## src/rtl/nebula_wb_pkg.sv

```systemverilog
// Shared types and constants for the Wishbone slave sequencer.
package nebula_wb_pkg;

    typedef enum logic [1:0] {
        ST_IDLE,
        ST_WAIT,
        ST_RESP,
        ST_ERR
    } seq_state_e;

    localparam int          IDX_FIELD_MSB    = 23;
    localparam int          IDX_FIELD_LSB    = 16;
    localparam int          IDX_W            = IDX_FIELD_MSB - IDX_FIELD_LSB + 1;
    localparam logic [31:0] DEFAULT_ERR_DATA = 32'hBADD_C0DE;
    localparam logic [31:0] ADR_TRUNC_MASK   = 32'h0000_FFFF;

    function automatic logic [15:0] sat_inc16(input logic [15:0] v);
        return (v == 16'hFFFF) ? v : v + 16'd1;
    endfunction

endpackage

```

## src/rtl/wb_seq_timer.sv

```systemverilog
// Cycle counter for the WAIT state; expired_o flags the last allowed wait cycle.
module wb_seq_timer #(
    parameter int TIMEOUT = 255
) (
    input  logic clk,
    input  logic rst_n,
    input  logic clr,
    input  logic en,
    output logic expired_o
);

    localparam int           W    = $clog2(TIMEOUT + 1);
    localparam logic [W-1:0] LAST = W'(TIMEOUT - 1);

    logic [W-1:0] count_q, count_d;

    always_comb begin
        count_d = count_q;
        if (clr) begin
            count_d = '0;
        end else if (en) begin
            count_d = count_q + W'(1);
        end
    end

    always_ff @(posedge clk or negedge rst_n) begin
        if (!rst_n) begin
            count_q <= '0;
        end else begin
            count_q <= count_d;
        end
    end

    assign expired_o = (count_q == LAST);

endmodule

```

## src/rtl/wb_slave_sequencer.sv

```systemverilog
// Registered Wishbone sequencer: decodes the slave index, strobes one slave,
// waits for its ack (bounded by a timeout) and returns data or an error ack.
module wb_slave_sequencer
    import nebula_wb_pkg::*;
#(
    parameter int          NUM_TEAMS = 1,
    parameter int          TIMEOUT   = 255,
    parameter logic [31:0] ERR_DATA  = DEFAULT_ERR_DATA,
    localparam int         NUM_SLV   = NUM_TEAMS + 3
) (
    input  logic                    wb_clk_i,
    input  logic                    wb_rst_ni,
    input  logic                    wbs_cyc_i,
    input  logic                    wbs_stb_i,
    input  logic                    wbs_we_i,
    input  logic [3:0]              wbs_sel_i,
    input  logic [31:0]             wbs_dat_i,
    input  logic [31:0]             wbs_adr_i,
    output logic                    wbs_ack_o,
    output logic [31:0]             wbs_dat_o,
    output logic [NUM_SLV-1:0]      slv_stb_o,
    output logic                    slv_cyc_o,
    output logic                    slv_we_o,
    output logic [3:0]              slv_sel_o,
    output logic [31:0]             slv_dat_o,
    output logic [31:0]             slv_adr_o,
    input  logic [NUM_SLV-1:0]      slv_ack_i,
    input  logic [32*NUM_SLV-1:0]   slv_dat_i,
    output logic                    busy_o,
    output logic                    err_o,
    output logic [15:0]             err_count_o
);

    localparam logic [IDX_W-1:0] MAX_IDX = IDX_W'(NUM_SLV - 1);

    seq_state_e         state_q, state_d;
    logic [NUM_SLV-1:0] slv_stb_q, slv_stb_d;
    logic               slv_cyc_q, slv_cyc_d;
    logic               slv_we_q, slv_we_d;
    logic [3:0]         slv_sel_q, slv_sel_d;
    logic [31:0]        slv_dat_q, slv_dat_d;
    logic [31:0]        slv_adr_q, slv_adr_d;
    logic [IDX_W-1:0]   idx_q, idx_d;
    logic               wbs_ack_q, wbs_ack_d;
    logic [31:0]        wbs_dat_q, wbs_dat_d;
    logic               err_q, err_d;
    logic [15:0]        err_cnt_q, err_cnt_d;

    logic [IDX_W-1:0]   req_idx;
    logic               req_valid;
    logic               sel_ack;
    logic [31:0]        sel_dat;
    logic               tmr_expired;
    logic               unused_adr_bits;

    // Index 0 is reserved; anything past the GPIO slot is unmapped.
    assign req_idx         = wbs_adr_i[IDX_FIELD_MSB:IDX_FIELD_LSB];
    assign req_valid       = (req_idx != '0) && (req_idx <= MAX_IDX);
    assign unused_adr_bits = ^wbs_adr_i[31:IDX_FIELD_MSB+1];

    always_comb begin
        sel_ack = 1'b0;
        sel_dat = '0;
        for (int k = 0; k < NUM_SLV; k++) begin
            if (idx_q == IDX_W'(k)) begin
                sel_ack = slv_ack_i[k];
                sel_dat = slv_dat_i[32*k +: 32];
            end
        end
    end

    wb_seq_timer #(
        .TIMEOUT (TIMEOUT)
    ) u_timer (
        .clk       (wb_clk_i),
        .rst_n     (wb_rst_ni),
        .clr       (state_q == ST_IDLE),
        .en        (state_q == ST_WAIT),
        .expired_o (tmr_expired)
    );

    always_comb begin
        state_d   = state_q;
        slv_stb_d = slv_stb_q;
        slv_cyc_d = slv_cyc_q;
        slv_we_d  = slv_we_q;
        slv_sel_d = slv_sel_q;
        slv_dat_d = slv_dat_q;
        slv_adr_d = slv_adr_q;
        idx_d     = idx_q;
        wbs_ack_d = 1'b0;
        wbs_dat_d = '0;
        err_d     = 1'b0;
        err_cnt_d = err_cnt_q;

        case (state_q)
            ST_IDLE: begin
                if (wbs_cyc_i && wbs_stb_i) begin
                    slv_we_d  = wbs_we_i;
                    slv_sel_d = wbs_sel_i;
                    slv_dat_d = wbs_dat_i;
                    slv_adr_d = wbs_adr_i & ADR_TRUNC_MASK;
                    idx_d     = req_idx;
                    if (req_valid) begin
                        state_d   = ST_WAIT;
                        slv_cyc_d = 1'b1;
                        slv_stb_d = NUM_SLV'(1) << req_idx;
                    end else begin
                        state_d   = ST_ERR;
                        wbs_ack_d = 1'b1;
                        wbs_dat_d = ERR_DATA;
                        err_d     = 1'b1;
                        err_cnt_d = sat_inc16(err_cnt_q);
                    end
                end
            end
            ST_WAIT: begin
                // Master abort wins over a same-cycle slave ack or timeout.
                if (!wbs_cyc_i) begin
                    state_d   = ST_IDLE;
                    slv_stb_d = '0;
                    slv_cyc_d = 1'b0;
                end else if (sel_ack) begin
                    state_d   = ST_RESP;
                    slv_stb_d = '0;
                    slv_cyc_d = 1'b0;
                    wbs_ack_d = 1'b1;
                    wbs_dat_d = sel_dat;
                end else if (tmr_expired) begin
                    state_d   = ST_ERR;
                    slv_stb_d = '0;
                    slv_cyc_d = 1'b0;
                    wbs_ack_d = 1'b1;
                    wbs_dat_d = ERR_DATA;
                    err_d     = 1'b1;
                    err_cnt_d = sat_inc16(err_cnt_q);
                end
            end
            ST_RESP: state_d = ST_IDLE;
            ST_ERR:  state_d = ST_IDLE;
            default: state_d = ST_IDLE;
        endcase
    end

    always_ff @(posedge wb_clk_i or negedge wb_rst_ni) begin
        if (!wb_rst_ni) begin
            state_q   <= ST_IDLE;
            slv_stb_q <= '0;
            slv_cyc_q <= 1'b0;
            slv_we_q  <= 1'b0;
            slv_sel_q <= '0;
            slv_dat_q <= '0;
            slv_adr_q <= '0;
            idx_q     <= '0;
            wbs_ack_q <= 1'b0;
            wbs_dat_q <= '0;
            err_q     <= 1'b0;
            err_cnt_q <= '0;
        end else begin
            state_q   <= state_d;
            slv_stb_q <= slv_stb_d;
            slv_cyc_q <= slv_cyc_d;
            slv_we_q  <= slv_we_d;
            slv_sel_q <= slv_sel_d;
            slv_dat_q <= slv_dat_d;
            slv_adr_q <= slv_adr_d;
            idx_q     <= idx_d;
            wbs_ack_q <= wbs_ack_d;
            wbs_dat_q <= wbs_dat_d;
            err_q     <= err_d;
            err_cnt_q <= err_cnt_d;
        end
    end

    assign wbs_ack_o   = wbs_ack_q;
    assign wbs_dat_o   = wbs_dat_q;
    assign slv_stb_o   = slv_stb_q;
    assign slv_cyc_o   = slv_cyc_q;
    assign slv_we_o    = slv_we_q;
    assign slv_sel_o   = slv_sel_q;
    assign slv_dat_o   = slv_dat_q;
    assign slv_adr_o   = slv_adr_q;
    assign busy_o      = (state_q != ST_IDLE);
    assign err_o       = err_q;
    assign err_count_o = err_cnt_q;

endmodule
```

## config.mk

```make
export PLATFORM = sky130hd
export DESIGN_NAME = wb_slave_sequencer
export DESIGN_NICKNAME = d
export VERILOG_FILES = /design/src/rtl/nebula_wb_pkg.sv /design/src/rtl/wb_seq_timer.sv /design/src/rtl/wb_slave_sequencer.sv
export SDC_FILE = /design/constraint.sdc
export NUM_CORES = 1
export LEC_CHECK = 0
export ABC_CLOCK_PERIOD_IN_PS = 2700
export CAP_MARGIN = 20
export CORE_AREA = 2 2 129 131
export CTS_BUF_LIST = sky130_fd_sc_hd__clkbuf_8
export DETAILED_ROUTE_END_ITERATION = 8
export DIE_AREA = 0 0 131 133
export PLACE_DENSITY = 0.86
export RECOVER_POWER = 25
export SLEW_MARGIN = 0
export SYNTH_ARGS = -nofsm -noshare
export SYNTH_HDL_FRONTEND = slang
export SYNTH_HIERARCHICAL = 1
export SYNTH_SLANG_ARGS = --single-unit
```

## constraint.sdc

```tcl
create_clock -name wb_clk_i -period 2.7 [get_ports wb_clk_i]
set_input_delay 0.675 -clock wb_clk_i [delete_from_list [all_inputs] [get_ports wb_clk_i]]
set_output_delay 0.675 -clock wb_clk_i [all_outputs]
set_load 0.05 [all_outputs]
```

# ---- Word-level counts from Yosys, hierarchy flattened
# Index checks and enable logic that the tools add are counted.
dict set report totals {
  register_bits 126
  input_bits 205
  out_inout_bits 125
  elab_cells 94
}
dict set report classes {
  add_sub_neg 2
  n_lt_le_gt_ge 1
  n_eq_ne 15
  n_shift 1
  muxes 50
  n_reduce_logical 12
}
# op count
set ops {}
lappend ops {{$mux W32} 9}
lappend ops {{$mux W16} 6}
lappend ops {{$pmux W32 S2} 1}
lappend ops {{$pmux W16 S2} 1}
lappend ops {{$mux W4} 5}
lappend ops {{$add A16 B1 Y16 const B} 1}
lappend ops {{$eq A16 B16 Y1 const B} 1}
lappend ops {{$eq A8 B2 Y1 const B} 2}
lappend ops {{$mux W1} 16}
lappend ops {{$mux W8} 2}
lappend ops {{$ne A2 B2 Y1 const B} 6}
lappend ops {{$mux W2} 5}
lappend ops {{$add A8 B1 Y8 const B} 1}
lappend ops {{$eq A8 B1 Y1 const B} 1}
lappend ops {{$eq A8 B8 Y1 const B} 1}
lappend ops {{$le A8 B2 Y1 const B} 1}
lappend ops {{$logic_not A8 Y1} 1}
lappend ops {{$pmux W4 S2} 1}
lappend ops {{$reduce_bool A8 Y1} 1}
lappend ops {{$shl A1 B8 Y4 const A} 1}
lappend ops {{$pmux W1 S2} 3}
lappend ops {{$pmux W2 S3} 1}
lappend ops {{$reduce_and A6 Y1} 1}
lappend ops {{$eq A2 B2 Y1 const B} 2}
lappend ops {{other kinds (8)} 11}

# ---- Longest topological paths before layout
dict set report depth {
  depth_word 8
  mapped_depth 9
  depth_no_buf 9
}

# ---- Modules after synthesis
# The synthesis kept the hierarchy.
# module instances cells_each area_each_um2
set by_module_without_submodules {}
lappend by_module_without_submodules {wb_slave_sequencer 1 432 5541.6}
lappend by_module_without_submodules {wb_seq_timer 1 41 410.4}

# ---- Worst setup path after synthesis
# OpenSTA, ideal clock, no wires.
dict set report synth_timing {
  path_kind {reg2reg}
  startpoint {reg err_cnt_q[0], in the netlist err_count_o[0]}
  endpoint {reg err_cnt_q[7], in the netlist err_count_o[7]}
  arrival_time_ps 2126
  required_time_ps 2553
  path_slack_ps 427
  stages_incl_launch_ff 8
  path_buffers 1
  synth_period_minus_slack_ps 2273
  path_cell_list {dfrtp_1 -> ha_1 -> and3_1 -> nand4_1 -> nor2_1 -> clkbuf_1 -> nor3_1 -> xor2_1}
}
dict set report synth_between {
  elab_chain_len 6
}
# item line
set synth_rtl {}
lappend synth_rtl {{from (decl)} wb_slave_sequencer.sv:47} ;# logic [15:0] err_cnt_q, err_cnt_d;
lappend synth_rtl {{from (signal assigned)} wb_slave_sequencer.sv:171} ;# err_cnt_q <= err_cnt_d;
lappend synth_rtl {{$add A16 B1 Y16 / $eq A16 B16 Y1 (equally long branches)} nebula_wb_pkg.sv:18} ;# return (v == 16'hFFFF) ? v : v + 16'd1;
lappend synth_rtl {{$mux W16 (*)} nebula_wb_pkg.sv:18}
lappend synth_rtl {{$mux W16} wb_slave_sequencer.sv:129} ;# end else if (tmr_expired) begin
lappend synth_rtl {{$mux W16} wb_slave_sequencer.sv:123} ;# end else if (sel_ack) begin
lappend synth_rtl {{$mux W16} wb_slave_sequencer.sv:119} ;# if (!wbs_cyc_i) begin
lappend synth_rtl {{$pmux W16 S2 (*)} wb_slave_sequencer.sv:96} ;# case (state_q)
# Mark *: on every way between the ends. The rest lies on a longest branch, timed or not. The select of a mux whose other input is x is not followed.
# A chain may end at the register's enable or synchronous reset.

# ---- Worst setup path in the final report
dict set report layout_timing {
  startpoint {reg state_q[0]}
  endpoint {out busy_o}
}
dict set report layout_between {
  elab_chain_len 1
}
# item line
set layout_rtl {}
lappend layout_rtl {{from (decl)} wb_slave_sequencer.sv:36} ;# seq_state_e state_q, state_d;
lappend layout_rtl {{from (signal assigned)} wb_slave_sequencer.sv:160} ;# state_q <= state_d;
lappend layout_rtl {{$reduce_bool A2 Y1} wb_slave_sequencer.sv:183} ;# assign busy_o = (state_q != ST_IDLE);
lappend layout_rtl {{to (decl)} wb_slave_sequencer.sv:29} ;# output logic busy_o,
# No other way between the ends.

==> results_dict.tcl <==
set metrics [dict create \
    outcome "finished, final reports clean" \
    syn_area_um2 5950 \
    fillers 1336 \
    path_depth 2 \
    min_period_over_period 0.904 \
    crit_arrival_ns 1.77 \
    critPathMaxFanout 8 \
    cts-root-buf "clkbuf_8" \
    startpoint "state_q[0]" \
    period_minus_slack_ns 2.44 \
    chipWidth_um 131 \
    synth_ff_type "dfrtp_1" \
    synth_edf_count 0 \
    cts_buffers 17 \
    io_buffers 305 \
    first_pass_iters 4 \
    switching_power_uw 2640 \
    drive_gt1_frac 0.197 \
    gp_congestion 0.843 \
    place_inst 988 \
    synthXorXnorAreaFrac 0.0280 \
    synth_top_area_frac 0.530 \
    max_freq_mhz 410 \
    dp_hpwl_um 13600 \
    critPathTopFamily "flip-flops" \
    cp_num_buf_inv 1 \
    coreArea_um2 16200 \
    power_frac_seq 0.347 \
    comb_power_share 0.424 \
    antenna-diode-count 0 \
    drv_slew 0 \
    r2r-end "err_count_o[1]" \
    end_kind "output pin" \
    worstPathCellList "or2_2 > dlygate4sd2_1" \
    endpoint "busy_o" \
    worstPathRequired_ns 2.03 \
    max_slew_margin 0.236 \
    synthCells 473 \
    hold_viol 0 \
    synth-compound-area-share 0.0521 \
    totalWireLength_um 17300 \
    area_growth_pct 62.1 \
    rsz0062_at_grt "no" \
    switching_share 0.377 \
    seq_area_frac_synth 0.530 \
    power_density_nw_per_um2 725 \
    hp-class "in -> async" \
    hold_buffers 0 \
    fin_skew_ns 0.0105 \
    yosysUniqueCellTypes 52 \
    seqCellArea_um2 3150 \
    synth.most_common_cell "dfrtp_1" \
    vdd.ir_drop.worst_uv 517 \
    synth.mux.area_fraction 0.219 \
    critPathKind "reg -> out" \
    clk_path_buf_depth 2 \
    rows 47 \
    drt_iter0_markers 164 \
    ys_top_cells_by_count "126 x dfrtp_1, 75 x mux2_2, 45 x nor2_1" \
    synthArstFlopShare 1.00 \
    vias_per_cell 4.88 \
    drc 0 \
    synthSimpleGateAreaFrac 0.118 \
    intPower_uw 4350 \
    nets 995 \
    grt_overflow_total 0 \
    wl_per_cell_um 17.0 \
    synth-seq-cells 126 \
    multi_input_area_um2 2600 \
    initial_core_util 0.368 \
    clkSlewWorstSetupHoldPaths_ns 0.07 \
    reg2reg_depth 8 \
    fp.dieH_um 133 \
    cts-htree-levels 4 \
    grt_start_max_net_pins 51 \
    leakagePower_uw 0.00404 \
    ios 330 \
    ys_warn_count 6 \
    antenna_found_initial 0 \
    avgSynthCellArea_um2 12.6 \
    synth_top_family_by_area "multiplexers" \
    fin_setup_tns_ns 0 \
    via_count 4969 \
    p_clk_frac 0.229 \
    startpoint_type "register" \
    grt_pass1_vias 5233 \
    clkLatencyLatePin_ns 0.43 \
    regToRegSetupSlack_ns 0.35 \
    slowest_stage "dfrtp_1" \
    max_stage_delay_ns 0.48 \
    cap_violations 0 \
    grt_usage 0.202 \
    tightestPinTransition_ns 1.15 \
    synthAdderAreaFrac 0.00631 \
    netlist_top_cells_area "dfrtp_1 53%, mux2_2 14%, mux4_2 7.6%, nor2_1 2.8%, xor2_1 2.6%" \
    cts_setup_buffers 0 \
    cts_tree "done" \
    setup_viol 0 \
    r2r-start "u_timer/count_q[0]" \
    yosysTopAreaCell "dfrtp_1" \
    fin_cells 1018 \
    numClockSinks 126 \
    postRouteAntennaNets 0 \
    grt_first_pass_wirelength_um 26800 \
    die_area_um2 17400 \
]
## layout make-up
type,instances,area share
clock buffer,21,0.0300
clock inverter,9,0.00986
tap,220,0.0285
multi-input combinational,312,0.269
inverter,5,0.00195
sequential,126,0.327
timing repair buffer,325,0.333
## how the worst min path moves through the flow
stage                             from              to  slack, ns  depth (start not counted)
final                        wb_rst_ni    slv_adr_o[0]       0.44                          1
after global placement    slv_stb_o[3]    slv_stb_o[3]       0.48                          1
after CTS                    wb_rst_ni    slv_adr_o[0]       0.24                          1
after detailed placement  slv_stb_o[3]    slv_stb_o[3]       0.48                          1
after global routing      slv_stb_o[3]    slv_stb_o[3]       0.51                          1
after floorplan              wb_rst_ni  err_count_o[0]       0.38                          0
## repair_timing
item                                   4_1_cts  5_1_grt
endpoints found under the hold margin        0        0
resized for setup                            1        0
setup endpoints to repair                    1        0
## routing by layer
layer	vias to the layer above	share of wire	GRT usage
li1	2308	-	-
met1	2398	0.38	0.228
met2	228	0.50	0.339
met3	35	0.088	0.0732
met4	0	0.032	0.0934
met5	-	0	0
## power by group through the flow
stage | Clock [uW] | Combinational [uW] | Sequential, uW
after floorplan | 0 | 876 | 3450
after global placement | 0 | 2950 | 2440
after detailed placement | 0 | 2990 | 2460
after CTS | 1650 | 3000 | 2430
after global routing | 1740 | 3120 | 2470
final | 1600 | 2960 | 2420
## placed cells by master (no fill, tap or decap), drive strengths merged, types with 2 or more instances in the layout
| cell type | count |
|---|---|
| a21oi | 5 |
| a32o | 2 |
| and3 | 3 |
| and4 | 2 |
| buf | 18 |
| bufinv | 2 |
| clkbuf | 24 |
| clkdlybuf4s50 | 303 |
| clkinv | 4 |
| conb | 16 |
| dfrtp | 126 |
| ha | 3 |
| inv | 8 |
| mux2 | 75 |
| mux4 | 20 |
| nand2 | 11 |
| nand3 | 10 |
| nand4 | 12 |
| nor2 | 45 |
| nor3 | 22 |
| nor3b | 2 |
| nor4 | 4 |
| nor4b | 3 |
| o21ai | 23 |
| o22ai | 13 |
| or2 | 3 |
| or3 | 3 |
| xor2 | 18 |
## kinds of logic (layout without fill, tap and decap cells)
| kind of cell | Yosys count | count (layout) |
|---|---|---|
| AO/OA/AOI/OAI | 51 | 51 |
| XOR/XNOR | 19 | 19 |
| adder cells (fa/ha/maj) | 3 | 3 |
| buffers and inverters | 50 | 360 |
| flip-flops | 126 | 126 |
| multiplexers | 96 | 96 |
| other | 1 | 16 |
| AND/OR/NAND/NOR | 127 | 127 |
## registers in the layout, summed over array words and instances (netlist names), 2 cells and up
name,count
slv_sel_o,4
slv_adr_o,16
slv_dat_o,32
state_q,2
err_count_o,16
u_timer/count_q,8
wbs_dat_o,32
slv_stb_o,4
idx_q,8
## metrics by stage
stage | util | setup WS, ns | total power (uW) | hold slack [ns] | cell area [um2]
detailed placement | 0.574 | -0.102 | 5450 | 0.484 | 9290
global route | 0.597 | 0.127 | 7320 | 0.510 | 9650
CTS | 0.598 | 0.225 | 7080 | 0.244 | 9670
floorplan | - | 0.427 | 4320 | 0.379 | 6010
global placement | 0.574 | -0.0418 | 5390 | 0.479 | 9290
finish | 0.597 | 0.258 | 6990 | 0.435 | 9650
No activity file was read; power rests on OpenSTA's default activity.
